### src/rtl/mdio_master.sv
// Clause-22 MDIO/MDC management master: serialises register read/write commands onto MDC/MDIO.
// Define MDIO_POLL_EN to add the periodic BMSR poller that drives link_up/link_status.
module mdio_master #(
    parameter int unsigned CLK_DIV     = 50,
    parameter logic [4:0]  PHY_ADDR    = 5'd1,
    parameter int unsigned POLL_PERIOD = 125000
) (
    input  logic        clk125MHz,
    input  logic        rstb,
    input  logic        cmd_valid,
    output logic        cmd_ready,
    input  logic        cmd_write,
    input  logic [4:0]  cmd_reg,
    input  logic [15:0] cmd_wdata,
    output logic        rsp_valid,
    output logic [15:0] rsp_rdata,
    output logic        rsp_err,
    output logic        busy,
    output logic        eth_mdc,
    output logic        mdio_o,
    output logic        mdio_oe,
    input  logic        mdio_i,
    output logic        link_up,
    output logic [15:0] link_status
);
    typedef enum logic [2:0] {S_IDLE, S_PRE, S_HDR, S_TA, S_DATA, S_DONE} state_t;

    localparam logic [7:0] DIV_TERM = 8'(CLK_DIV - 1);

    state_t      state_q;
    logic [7:0]  div_q;
    logic [5:0]  bit_q;
    logic [5:0]  bit_nx;
    logic [63:0] tx_q;
    logic [15:0] rx_q;
    logic        rd_q;
    logic        poll_q;
    logic        err_q;
    logic        mdc_q;
    logic        mdio_o_q;
    logic        mdio_oe_q;
    logic        ready_q;
    logic        busy_q;
    logic        rsp_valid_q;
    logic        rsp_err_q;
    logic [15:0] rsp_rdata_q;
    logic        link_up_q;
    logic [15:0] link_status_q;
    logic        poll_pend_q;
    logic        poll_term;
    logic        poll_due;
    logic        poll_req;

    assign bit_nx   = bit_q + 6'd1;
    assign poll_req = poll_due | poll_pend_q;

    // Read frames carry all-ones in TA/DATA so the idle level is presented while released.
    function automatic logic [63:0] build_frame(input logic wr, input logic [4:0] ra,
                                                input logic [15:0] wd);
        return {32'hFFFF_FFFF, 2'b01, (wr ? 2'b01 : 2'b10), PHY_ADDR, ra,
                (wr ? 2'b10 : 2'b11), (wr ? wd : 16'hFFFF)};
    endfunction

`ifdef MDIO_POLL_EN
    localparam int unsigned    PW        = $clog2(POLL_PERIOD);
    localparam logic [PW-1:0]  POLL_TERM = PW'(POLL_PERIOD - 1);

    logic [PW-1:0] ptmr_q;
    logic          pdue_q;

    always_ff @(posedge clk125MHz or posedge rstb) begin
        if (rstb) begin
            ptmr_q <= '0;
            pdue_q <= 1'b0;
        end else begin
            pdue_q <= (ptmr_q == POLL_TERM);
            ptmr_q <= (ptmr_q == POLL_TERM) ? '0 : ptmr_q + PW'(1);
        end
    end

    // poll_term lets cmd_ready drop one cycle early so a poll always wins the tie.
    assign poll_term = (ptmr_q == POLL_TERM);
    assign poll_due  = pdue_q;
`else
    assign poll_term = 1'b0;
    assign poll_due  = 1'b0;
`endif

    always_ff @(posedge clk125MHz or posedge rstb) begin
        if (rstb) begin
            state_q       <= S_IDLE;
            div_q         <= '0;
            bit_q         <= '0;
            tx_q          <= '1;
            rx_q          <= '0;
            rd_q          <= 1'b0;
            poll_q        <= 1'b0;
            err_q         <= 1'b0;
            mdc_q         <= 1'b0;
            mdio_o_q      <= 1'b1;
            mdio_oe_q     <= 1'b0;
            ready_q       <= 1'b1;
            busy_q        <= 1'b0;
            rsp_valid_q   <= 1'b0;
            rsp_err_q     <= 1'b0;
            rsp_rdata_q   <= '0;
            link_up_q     <= 1'b0;
            link_status_q <= '0;
            poll_pend_q   <= 1'b0;
        end else begin
            rsp_valid_q <= 1'b0;
            if (poll_due) poll_pend_q <= 1'b1;
            case (state_q)
                S_IDLE: begin
                    if (poll_req || (cmd_valid && ready_q)) begin
                        state_q     <= S_PRE;
                        busy_q      <= 1'b1;
                        ready_q     <= 1'b0;
                        div_q       <= '0;
                        bit_q       <= '0;
                        mdc_q       <= 1'b0;
                        mdio_o_q    <= 1'b1;
                        mdio_oe_q   <= 1'b1;
                        err_q       <= 1'b0;
                        rx_q        <= '0;
                        poll_q      <= poll_req;
                        rd_q        <= poll_req | ~cmd_write;
                        tx_q        <= poll_req ? build_frame(1'b0, 5'd1, 16'h0000)
                                                : build_frame(cmd_write, cmd_reg, cmd_wdata);
                        if (poll_req) poll_pend_q <= 1'b0;
                    end else begin
                        ready_q <= ~poll_term;
                    end
                end
                S_DONE: begin
                    state_q <= S_IDLE;
                    busy_q  <= 1'b0;
                    ready_q <= ~(poll_req | poll_term);
                end
                default: begin
                    if (div_q == DIV_TERM) begin
                        div_q <= '0;
                        mdc_q <= ~mdc_q;
                        if (!mdc_q) begin
                            if (rd_q && bit_q == 6'd47) err_q <= mdio_i;
                            if (rd_q && bit_q >= 6'd48) rx_q <= {rx_q[14:0], mdio_i};
                        end else if (bit_q == 6'd63) begin
                            state_q   <= S_DONE;
                            mdio_o_q  <= 1'b1;
                            mdio_oe_q <= 1'b0;
                            if (poll_q) begin
                                if (!err_q) begin
                                    link_status_q <= rx_q;
                                    link_up_q     <= rx_q[2];
                                end
                            end else begin
                                rsp_valid_q <= 1'b1;
                                rsp_rdata_q <= rd_q ? rx_q : 16'h0000;
                                rsp_err_q   <= rd_q & err_q;
                            end
                        end else begin
                            bit_q    <= bit_nx;
                            mdio_o_q <= tx_q[~bit_nx];
                            if (rd_q && bit_q == 6'd45) mdio_oe_q <= 1'b0;
                            if (bit_q == 6'd31) state_q <= S_HDR;
                            else if (bit_q == 6'd45) state_q <= S_TA;
                            else if (bit_q == 6'd47) state_q <= S_DATA;
                        end
                    end else begin
                        div_q <= div_q + 8'd1;
                    end
                end
            endcase
        end
    end

    assign cmd_ready   = ready_q;
    assign busy        = busy_q;
    assign rsp_valid   = rsp_valid_q;
    assign rsp_rdata   = rsp_rdata_q;
    assign rsp_err     = rsp_err_q;
    assign eth_mdc     = mdc_q;
    assign mdio_o      = mdio_o_q;
    assign mdio_oe     = mdio_oe_q;
    assign link_up     = link_up_q;
    assign link_status = link_status_q;
endmodule

### config.mk
export PLATFORM = sky130hd
export DESIGN_NAME = mdio_master
export DESIGN_NICKNAME = d
export VERILOG_FILES = /design/src/rtl/mdio_master.sv
export SDC_FILE = /design/constraint.sdc
export NUM_CORES = 1
export LEC_CHECK = 0
export ABC_AREA = 1
export BUFFER_PORTS_ARGS = -buffer_cell sky130_fd_sc_hd__buf_2
export CORE_MARGIN = 1.5
export CORE_UTILIZATION = 55
export DETAILED_ROUTE_END_ITERATION = 16
export PLACE_DENSITY = 0.8
export SETUP_SLACK_MARGIN = 0.02
export SYNTH_ARGS = -nofsm -noshare
export SYNTH_HDL_FRONTEND = slang
export SYNTH_SLANG_ARGS = --single-unit
### constraint.sdc
create_clock -name clk125MHz -period 3.5 [get_ports clk125MHz]
set_input_delay 0.35 -clock clk125MHz [delete_from_list [all_inputs] [get_ports clk125MHz]]
set_output_delay 0.35 -clock clk125MHz [all_outputs]
set_load 0.005 [all_outputs]
==> flow_summary.ini, run 1 <==
[status]
status = completed

[placed_design]
dp_cells = 602
hpwl_um = 5260
placed_cell_area_sq_um = 4320
place.gp.congestion = 0.833
portBuffers = 48

[floorplan]
dieWidth_um = 89.4
coreArea_sq_um = 7250
pin_count = 66
start_util = 0.566
dieHeight_um = 89.4
core.rowCount = 31
die_area_sq_um = 8000

[synth]
yosysSeqAreaShare = 0.507
synth_warnings = 0
syn_inst = 470
synth-xor-area-share = 0.00639
synth_top_area_frac = 0.341
synth_top_area_cell = dfrtp_1
muxShareOfSynthArea = 0
synth_simple_gate_area_frac = 0.211
ys_ff_latch = 82
synthTopCellsByArea = dfrtp_1 34%, dfstp_2 17%, nand2_1 7.9%, inv_1 6.0%, nand3_1 5.1%
yosys.area_share.adder = 0.0122
synth_top_family_by_area = simple AND/OR/NAND/NOR gates
netlist_area_sq_um = 4110
synth_area_per_cell_sq_um = 8.74
synth-compound-area-share = 0.140
synth_cell_types = 39

[critical_path]
rrSetupSlack_ps = 940
cp-end-kind = register
critPathRequiredTime_ps = 3750
startpoint_type = register
cp.arrival_ps = 2810
crit_fanout = 35
path_class = register to register

[global_route]
grt_max_degree = 43
met1_usage = 0.277
grt.total_usage = 0.203
top_usage_layer = met2
met2_usage = 0.319
overflow = 0
grt_pass1_wl_um = 12500
grt_util_met3 = 0.0342
grt_pass1_vias = 2853
antenna_found_initial = 0

[power]
pwr_density_cell_nw_per_um2 = 787
finalPower_mw = 3.55
cellLeakagePower_nw = 2.26
peakVddDrop_v = 0.000429

[hold_path]
hold_class = input pin to asynchronous set/reset pin

[finish]
n_fill_cell = 637
syn2layout_area_growth_pct = 9.71
fin_nets = 544
final_cell_mix = 87 x nand2_1, 65 x inv_1, 56 x dfrtp_1, 48 x buf_2, 42 x nand3_1
fin_cells = 618
diodes = 0
post_route_cells_drive_above_1_share = 0.247
layout_commonest_cell = nand2_1
final_cell_area_sq_um = 4510

[detailed_routing]
routed_wl_um = 7530
drc = 0
via_count = 3176
drt_iter0_markers = 190
wire_per_inst_um = 12.2
dr.pass1.iters = 4
drtAntennaViolNets = 0
viasPerCell = 5.14

[cts]
cts_tree = built
ctsResizeCount = 0
cts_made_buffers = 9
ctsHoldBuffers = 0
clock_path_buffers = 2
cts.htree.levels = 3
clockRootBuffer = clkbuf_8
cts_setup_buffers = 0
insertion_delay_ps = 370
cts_sinks = 82
path_clk_slew_ps = 100

[timing]
worstMarginPinSlew_ps = 822
maxSlewHeadroom = 0.451
min_period_ps = 2560
hold_violations = 0
rsz0062_at_grt = no
finalMaxSlewViolations = 0
setup-violations-final = 0
finalCritPeriodShare = 0.731
finClkSkew_ps = 13.3
fmax_mhz = 391
setup_tns_ps = 0

[flow_run]
maxCapViolCount = 0
-- cell usage after synthesis --
cell        n
a2bb2oi_1   1
dfstp_2    26
nand4_1     2
nand2_2     4
a21oi_4     2
nand3_2     4
o21a_1      2
a41oi_1     1
nor3_2      1
inv_1      66
clkbuf_1    3
dfrtp_1    56
o211ai_1    1
a21oi_1    22
o21ai_1    19
inv_2       4
buf_2       9
or2_0       1
nor2_4      2
o31ai_1     5
nand3_1    42
nor2_2      1
ha_1        4
nand2_4     4
o21ai_0    17
o22ai_1     7
and3b_1     1
a22oi_1     1
conb_1      1
nand2_1    87
or2_2       1
nor3_1      4
xor2_1      3
buf_6       3
o31ai_2    10
and3_1      1
nor2_1     32
inv_4       1
buf_4      19
-- final timing paths --
| path | to | cells past startpoint | start |
|---|---|---|---|
| max reg2reg | rsp_rdata[15] | 7 | bit_q[0] |
| min | rx_q[6] | 2 | rstb |
| max in group asynchronous | cmd_ready | 3 | rstb |
| min in group clk125MHz | tx_q[22] | 3 | cmd_reg[4] |
| max | rsp_rdata[15] | 7 | bit_q[0] |
| min reg2reg | tx_q[27] | 2 | tx_q[27] |
-- area by class of cell --
cell class	instances	area, sq um	share of cell area
clock buffers	9	124	0.0275
clock inverters	7	61.3	0.0136
inverters	71	269	0.0597
multi-input cells	299	1580	0.351
flip-flops and latches	82	2080	0.462
well taps	99	124	0.0275
repair buffers	51	263	0.0583
-- layer usage --
layer  vias up  share of wire  wire length [um]
met5         -              0                 0
met2       125           0.46              3480
li1       1575              -                 -
met1      1461           0.46              3490
met3        15          0.055               414
met4         0          0.019               140
-- worst max-delay path, stage by stage, from the launching register on --
cell and delay (ps):
dfrtp_1 720, ha_1 280, nand2_1 110, inv_2 70
nand2_2 80, nor2_4 150, nand3_2 580, o31ai_1 450
-- metrics by stage --
stage	setup WS, ps	util	hold slack, ps
after floorplan	1080	-	432
after global placement	1130	0.596	441
after detailed placement	960	0.596	453
after CTS	920	0.622	166
after global routing	642	0.622	196
final	940	0.622	138
-- logic make-up (layout without fill, tap and decap cells) --
logic type,Yosys count,count (layout)
and+or+nand+nor,187,187
buffers and inverters,105,138
AOI/OAI and AO/OA,88,88
DFF,82,82
adders and majority gates,4,4
xor gates and xnor gates,3,3
other,1,17
-- state kept, by name, summed over array words and instances, names as in the netlist, 3 cells and up --
register and flops:
rx_q 16, tx_q 24, bit_q 6, state_q 3, rsp_rdata 16, div_q 8
-- power by group --
part           internal (mW)  leakage [nW]  switching, mW
combinational          0.447          1.14          0.947
clock                  0.270        0.0884          0.381
sequential              1.32          1.03          0.185
No activity file was read; power rests on OpenSTA's default activity.
==> run 2: changes to the inputs <==
- ABC_AREA: 1 -> 0
- CORE_UTILIZATION: 55 -> 51
- PLACE_DENSITY: 0.8 -> 0.78
- clock period: 3.5 -> 2.2 ns (I/O delays scaled with it)
==> run 2 against run 1 <==
Compared with the run above: register-to-register slack worse by 840 ps; core utilization is 2.9 points lower; sequential cell count stayed put; maximum frequency is 22% higher; clock skew is 2.5 ps higher; critical path type unchanged; largest cell class unchanged.
==> flow_summary.ini, run 2 <==
[status]
status = completed

[floorplan]
dieWidth_um = 94.5
dieHeight_um = 94.5
coreArea_sq_um = 8180
die_area_sq_um = 8920
pin_count = 66
core.rowCount = 33
start_util = 0.522

[synth]
synth_common_cells = 82 x nand2_1, 56 x dfrtp_1, 38 x inv_1
yosys.area_share.adder = 0.0117
synth_warnings = 0
yosysSeqAreaShare = 0.489
synth_top_area_frac = 0.328
synth-compound-area-share = 0.141
synth_top_flop_cell = dfrtp_1
async_flop_share = 1.00
synth_top_family_by_area = simple AND/OR/NAND/NOR gates
synth_edf_count = 0
netlist_area_sq_um = 4270
synth_top_area_cell = dfrtp_1
synth.most_common_cell = nand2_1
synth_cell_types = 60
synth_area_per_cell_sq_um = 9.50
syn_inst = 449
synth-xor-area-share = 0.0205
ys_ff_latch = 82
synth_simple_gate_area_frac = 0.171
muxShareOfSynthArea = 0.0669
synthTopCellsByArea = dfrtp_1 33%, dfstp_2 16%, nand2_1 7.2%, buf_4 3.5%, mux2i_1 3.5%

[critical_path]
cp_cell_sequence = buf_4 > nand3_1 > xnor2_1 > o31ai_1 > a2111oi_2 > a211oi_1
path_class = register to register
crit_slowest_cell = dfrtp_1
startpoint_type = register
cp.arrival_ps = 2370
critPathRequiredTime_ps = 2470
crit_fanout = 9
slowest_delay_ps = 520
cp-end-kind = register

[global_route]
met2_usage = 0.327
grt.total_usage = 0.204
grt_pass1_vias = 3094
grt_max_degree = 36
grt_pass1_wl_um = 14100
overflow = 0
met1_usage = 0.254
top_usage_layer = met2
grt_util_met3 = 0.0435
antenna_found_initial = 0

[power]
finalPower_mw = 2.66
peakVddDrop_v = 0.000389
pwr_density_cell_nw_per_um2 = 550
cellLeakagePower_nw = 2.46

[cts]
insertion_delay_ps = 370
cts_tree = built
cts_made_buffers = 9
path_clk_slew_ps = 90
cts_setup_buffers = 0
cts.htree.levels = 3
cts_sinks = 82
clockRootBuffer = clkbuf_8
clock_path_buffers = 2

[flow_run]
maxCapViolCount = 0

[placed_design]
place.gp.congestion = 0.927
dp_cells = 596
portBuffers = 48
hpwl_um = 5980

[detailed_routing]
wire_per_inst_um = 13.8
viasPerCell = 5.27
drc = 0
drtAntennaViolNets = 0
routed_wl_um = 8430
drt_iter0_markers = 165
dr.pass1.iters = 4
via_count = 3232

[timing]
finalCritPeriodShare = 0.955
min_period_ps = 2100
finClkSkew_ps = 15.7
fmax_mhz = 476
maxSlewHeadroom = 0.594
finalMaxSlewViolations = 0
worstMarginPinSlew_ps = 607
hold_violations = 0
setup-violations-final = 0

[finish]
largest_reg_flops = 24
syn2layout_area_growth_pct = 13.5
regMostFlops = tx_q
layout_commonest_cell = nand2_1
fin_nets = 533
post_route_cells_drive_above_1_share = 0.262
fin_cells = 613
final_cell_mix = 82 x nand2_1, 55 x dfrtp_1, 48 x buf_2, 37 x inv_1, 35 x nor2_1
n_fill_cell = 692
diodes = 0

[hold_path]
hold_class = input pin to register
[run 2: power by group]
group	internal, mW	switching, mW
sequential	1.51	0
clock	0.443	0.632
combinational	0.0263	0.0522
total	1.98	0.685
[run 2: what timing repair did]
item / in CTS / in global routing
endpoints found under the setup margin: 0 / 1
endpoints found under the hold margin: 25 / 0
resized for setup: 0 / 8
hold buffers: 1 / 0
[run 2: cell type report]
cell class | instances | area [sq um] | area share
Inverter | 39 | 150 | 0.0310
Sequential cell | 82 | 2090 | 0.431
Timing Repair Buffer | 70 | 433 | 0.0894
Tap cell | 105 | 131 | 0.0271
Multi-Input combinational cell | 301 | 1850 | 0.381
Clock inverter | 7 | 72.6 | 0.0150
Clock buffer | 9 | 124 | 0.0256
[run 2: kinds of logic (layout without fill, tap and decap cells)]
family / Yosys count / count (layout)
compound gates: 88 / 88
xor+xnor: 10 / 10
fa+ha+maj: 4 / 4
buf+inv: 82 / 125
flops: 82 / 82
mux: 23 / 23
other cells: 1 / 17
simple gates: 159 / 159
[run 2: critical path, delay by kind of cell (launching register included)]
family | cells | cell delay, ps
flops | 1 | 520
compound gates | 3 | 680
simple gates | 1 | 150
xor+xnor | 1 | 440
buf+inv | 1 | 220
[run 2: layer usage]
| metal | wire, um | vias to the layer above |
|---|---|---|
| met1 | 3800 | 1544 |
| met5 | 0 | - |
| met3 | 348 | 19 |
| met4 | 179 | 0 |
| met2 | 4100 | 87 |
| li1 | - | 1582 |
[run 2: metrics by stage]
stage / setup TNS, ps / hold slack [ps] / setup slack, ps / cell area (sq um) / utilization
4_1_cts: 0 / 22.0 / 33.4 / 4810 / 0.589
2_1_floorplan: 0 / 303 / 201 / 4330 / -
5_1_grt: -50.4 / 43.8 / -50.4 / 4840 / 0.593
3_3_place_gp: 0 / 322 / 180 / 4610 / 0.564
3_5_place_dp: 0 / 324 / 58.3 / 4610 / 0.564
6_report: 0 / 41.3 / 99.6 / 4840 / 0.593
[run 2: worst paths after layout]
| path | cells after the start | startpoint | slack (ps) | end |
|---|---|---|---|---|
| setup / recovery | 6 | bit_q[2] | 100 | mdio_o |
| hold / removal | 3 | cmd_reg[4] | 40 | tx_q[22] |
| setup reg to reg | 6 | bit_q[2] | 100 | mdio_o |
| hold reg to reg | 2 | tx_q[18] | 470 | tx_q[18] |
| max in group asynchronous | 4 | rstb | 1090 | cmd_ready |
| min in group asynchronous | 3 | rstb | 460 | rsp_rdata[11] |
==> run 3: changes to the inputs <==
- PLACE_DENSITY: 0.78 -> not set
- PLACE_DENSITY_LB_ADDON: not set -> 0.1
==> run 3 against run 2 <==
Compared with the run above: global-route usage about the same; wire length decreased by 2.7%; setup slack improved by 82 ps; first-iteration DRC count decreased by 50%; combinational power increased by 2%; highest routed layer unchanged; via count decreased by 2.6%; clock-buffer cell count increased by 4; power increased by 7.8%.
==> flow_summary.ini, run 3 (same netlist as run 2, synthesis figures left out) <==
[critical_path]
cp-end-kind = register
crit_fanout = 6
cp.arrival_ps = 2250
startpoint_type = register
path_class = register to register
critPathRequiredTime_ps = 2430

[cts]
path_clk_slew_ps = 90
cts_sinks = 82
cts_tree = built
cts.htree.levels = 3
clockRootBuffer = clkbuf_8
insertion_delay_ps = 350
cts_made_buffers = 9
clock_path_buffers = 2

[timing]
finalMaxSlewViolations = 0
maxSlewHeadroom = 0.636
worstMarginPinSlew_ps = 545
hold_violations = 0
finClkSkew_ps = 12.2
setup-violations-final = 0
min_period_ps = 2020
fmax_mhz = 495
finalCritPeriodShare = 0.917
holdWs_ps = 54.4

[finish]
regMostFlops = tx_q
final_cell_area_sq_um = 4870
syn2layout_area_growth_pct = 14.2
fin_cells = 611
largest_reg_flops = 24
post_route_cells_drive_above_1_share = 0.251
diodes = 0
fin_nets = 531
layout_commonest_cell = nand2_1
final_cell_mix = 82 x nand2_1, 56 x dfrtp_1, 48 x buf_2, 37 x inv_1, 35 x nor2_1

[power]
finalPower_mw = 2.87
pwr_density_cell_nw_per_um2 = 589
cellLeakagePower_nw = 2.47
peakVddDrop_v = 0.000322

[global_route]
overflow = 0
grt_pass1_vias = 2989
antenna_found_initial = 0
grt_max_degree = 40
grt_pass1_wl_um = 13900
grt.total_usage = 0.204

[detailed_routing]
via_count = 3148
drtAntennaViolNets = 0
dr.pass1.iters = 4
routed_wl_um = 8210
viasPerCell = 5.15
wire_per_inst_um = 13.4
drc = 0
drt_iter0_markers = 83

[floorplan]
dieHeight_um = 94.5
core.rowCount = 33
die_area_sq_um = 8920
start_util = 0.522
pin_count = 66
dieWidth_um = 94.5
coreArea_sq_um = 8180

[flow_run]
maxCapViolCount = 0

[placed_design]
portBuffers = 48
dp_cells = 594
hpwl_um = 5850
place.gp.congestion = 0.852
placed_cell_area_sq_um = 4610

[status]
status = completed

[hold_path]
hold_class = input pin to register
run 3: changes by cell type in the layout (fill, tap and decap cells not counted), moves of 2 or more:
| cell | delta |
|---|---|
| clkbuf_8 | +3 |
| ha_1 | +2 |
| inv_8 | -2 |
| bufinv_16 | +2 |
| clkinv_4 | -2 |
| buf_4 | -3 |
| ha_2 | -2 |
run 3: critical path: stages (launching register included):
cell      delay (ps)
dfrtp_1          430
inv_1             70
ha_1             140
and4bb_1         270
nand2_4           90
o32a_1           390
a21oi_2          160
mux2_1           340
run 3: cell type report:
cell class                 count  area (sq um)
clock buffer                  13           169
clock inverter                 3          68.8
fill                         750          3300
inverter                      39           150
multi-input combinational    301          1840
sequential                    82          2080
tap                          105           131
timing repair buffer          68           430
run 3: final timing paths:
kind	slack, ps	cells after the start	startpoint	to
hold / removal	50	3	cmd_reg[0]	tx_q[18]
setup / recovery	180	7	div_q[1]	state_q[1]
hold reg to reg	460	2	tx_q[28]	tx_q[28]
max in group asynchronous	1030	5	rstb	rsp_rdata[7]
setup reg to reg	180	7	div_q[1]	state_q[1]
min in group asynchronous	460	3	rstb	div_q[0]
run 3: what timing repair did:
| item | 4_1_cts | 5_1_grt |
|---|---|---|
| setup endpoints to repair | 0 | 2 |
| setup buffers | 0 | 0 |
| hold endpoints to repair | 13 | 0 |
| hold buffers | 1 | 0 |
| gates resized for setup | 0 | 5 |
run 3: metal layers:
metal  track usage  share of wire
met4        0.0858          0.021
met1         0.267           0.46
met3        0.0459          0.035
met5             0              0
met2         0.325           0.48
run 3: report_power, final:
group / switching, mW / internal (mW) / leakage [nW]
Sequential: 0 / 1.51 / 0.905
Clock: 0.544 / 0.738 / 0.120
Combinational: 0.0525 / 0.0274 / 1.45
Total: 0.596 / 2.27 / 2.47
run 3: per-stage QoR:
stage	utilization	setup WS, ps	TNS (ps)
final	0.596	182	0
after global routing	0.596	-8.47	-8.47
after CTS	0.594	91.4	0
after detailed placement	0.563	127	0
after global placement	0.563	183	0
after floorplan	-	201	0
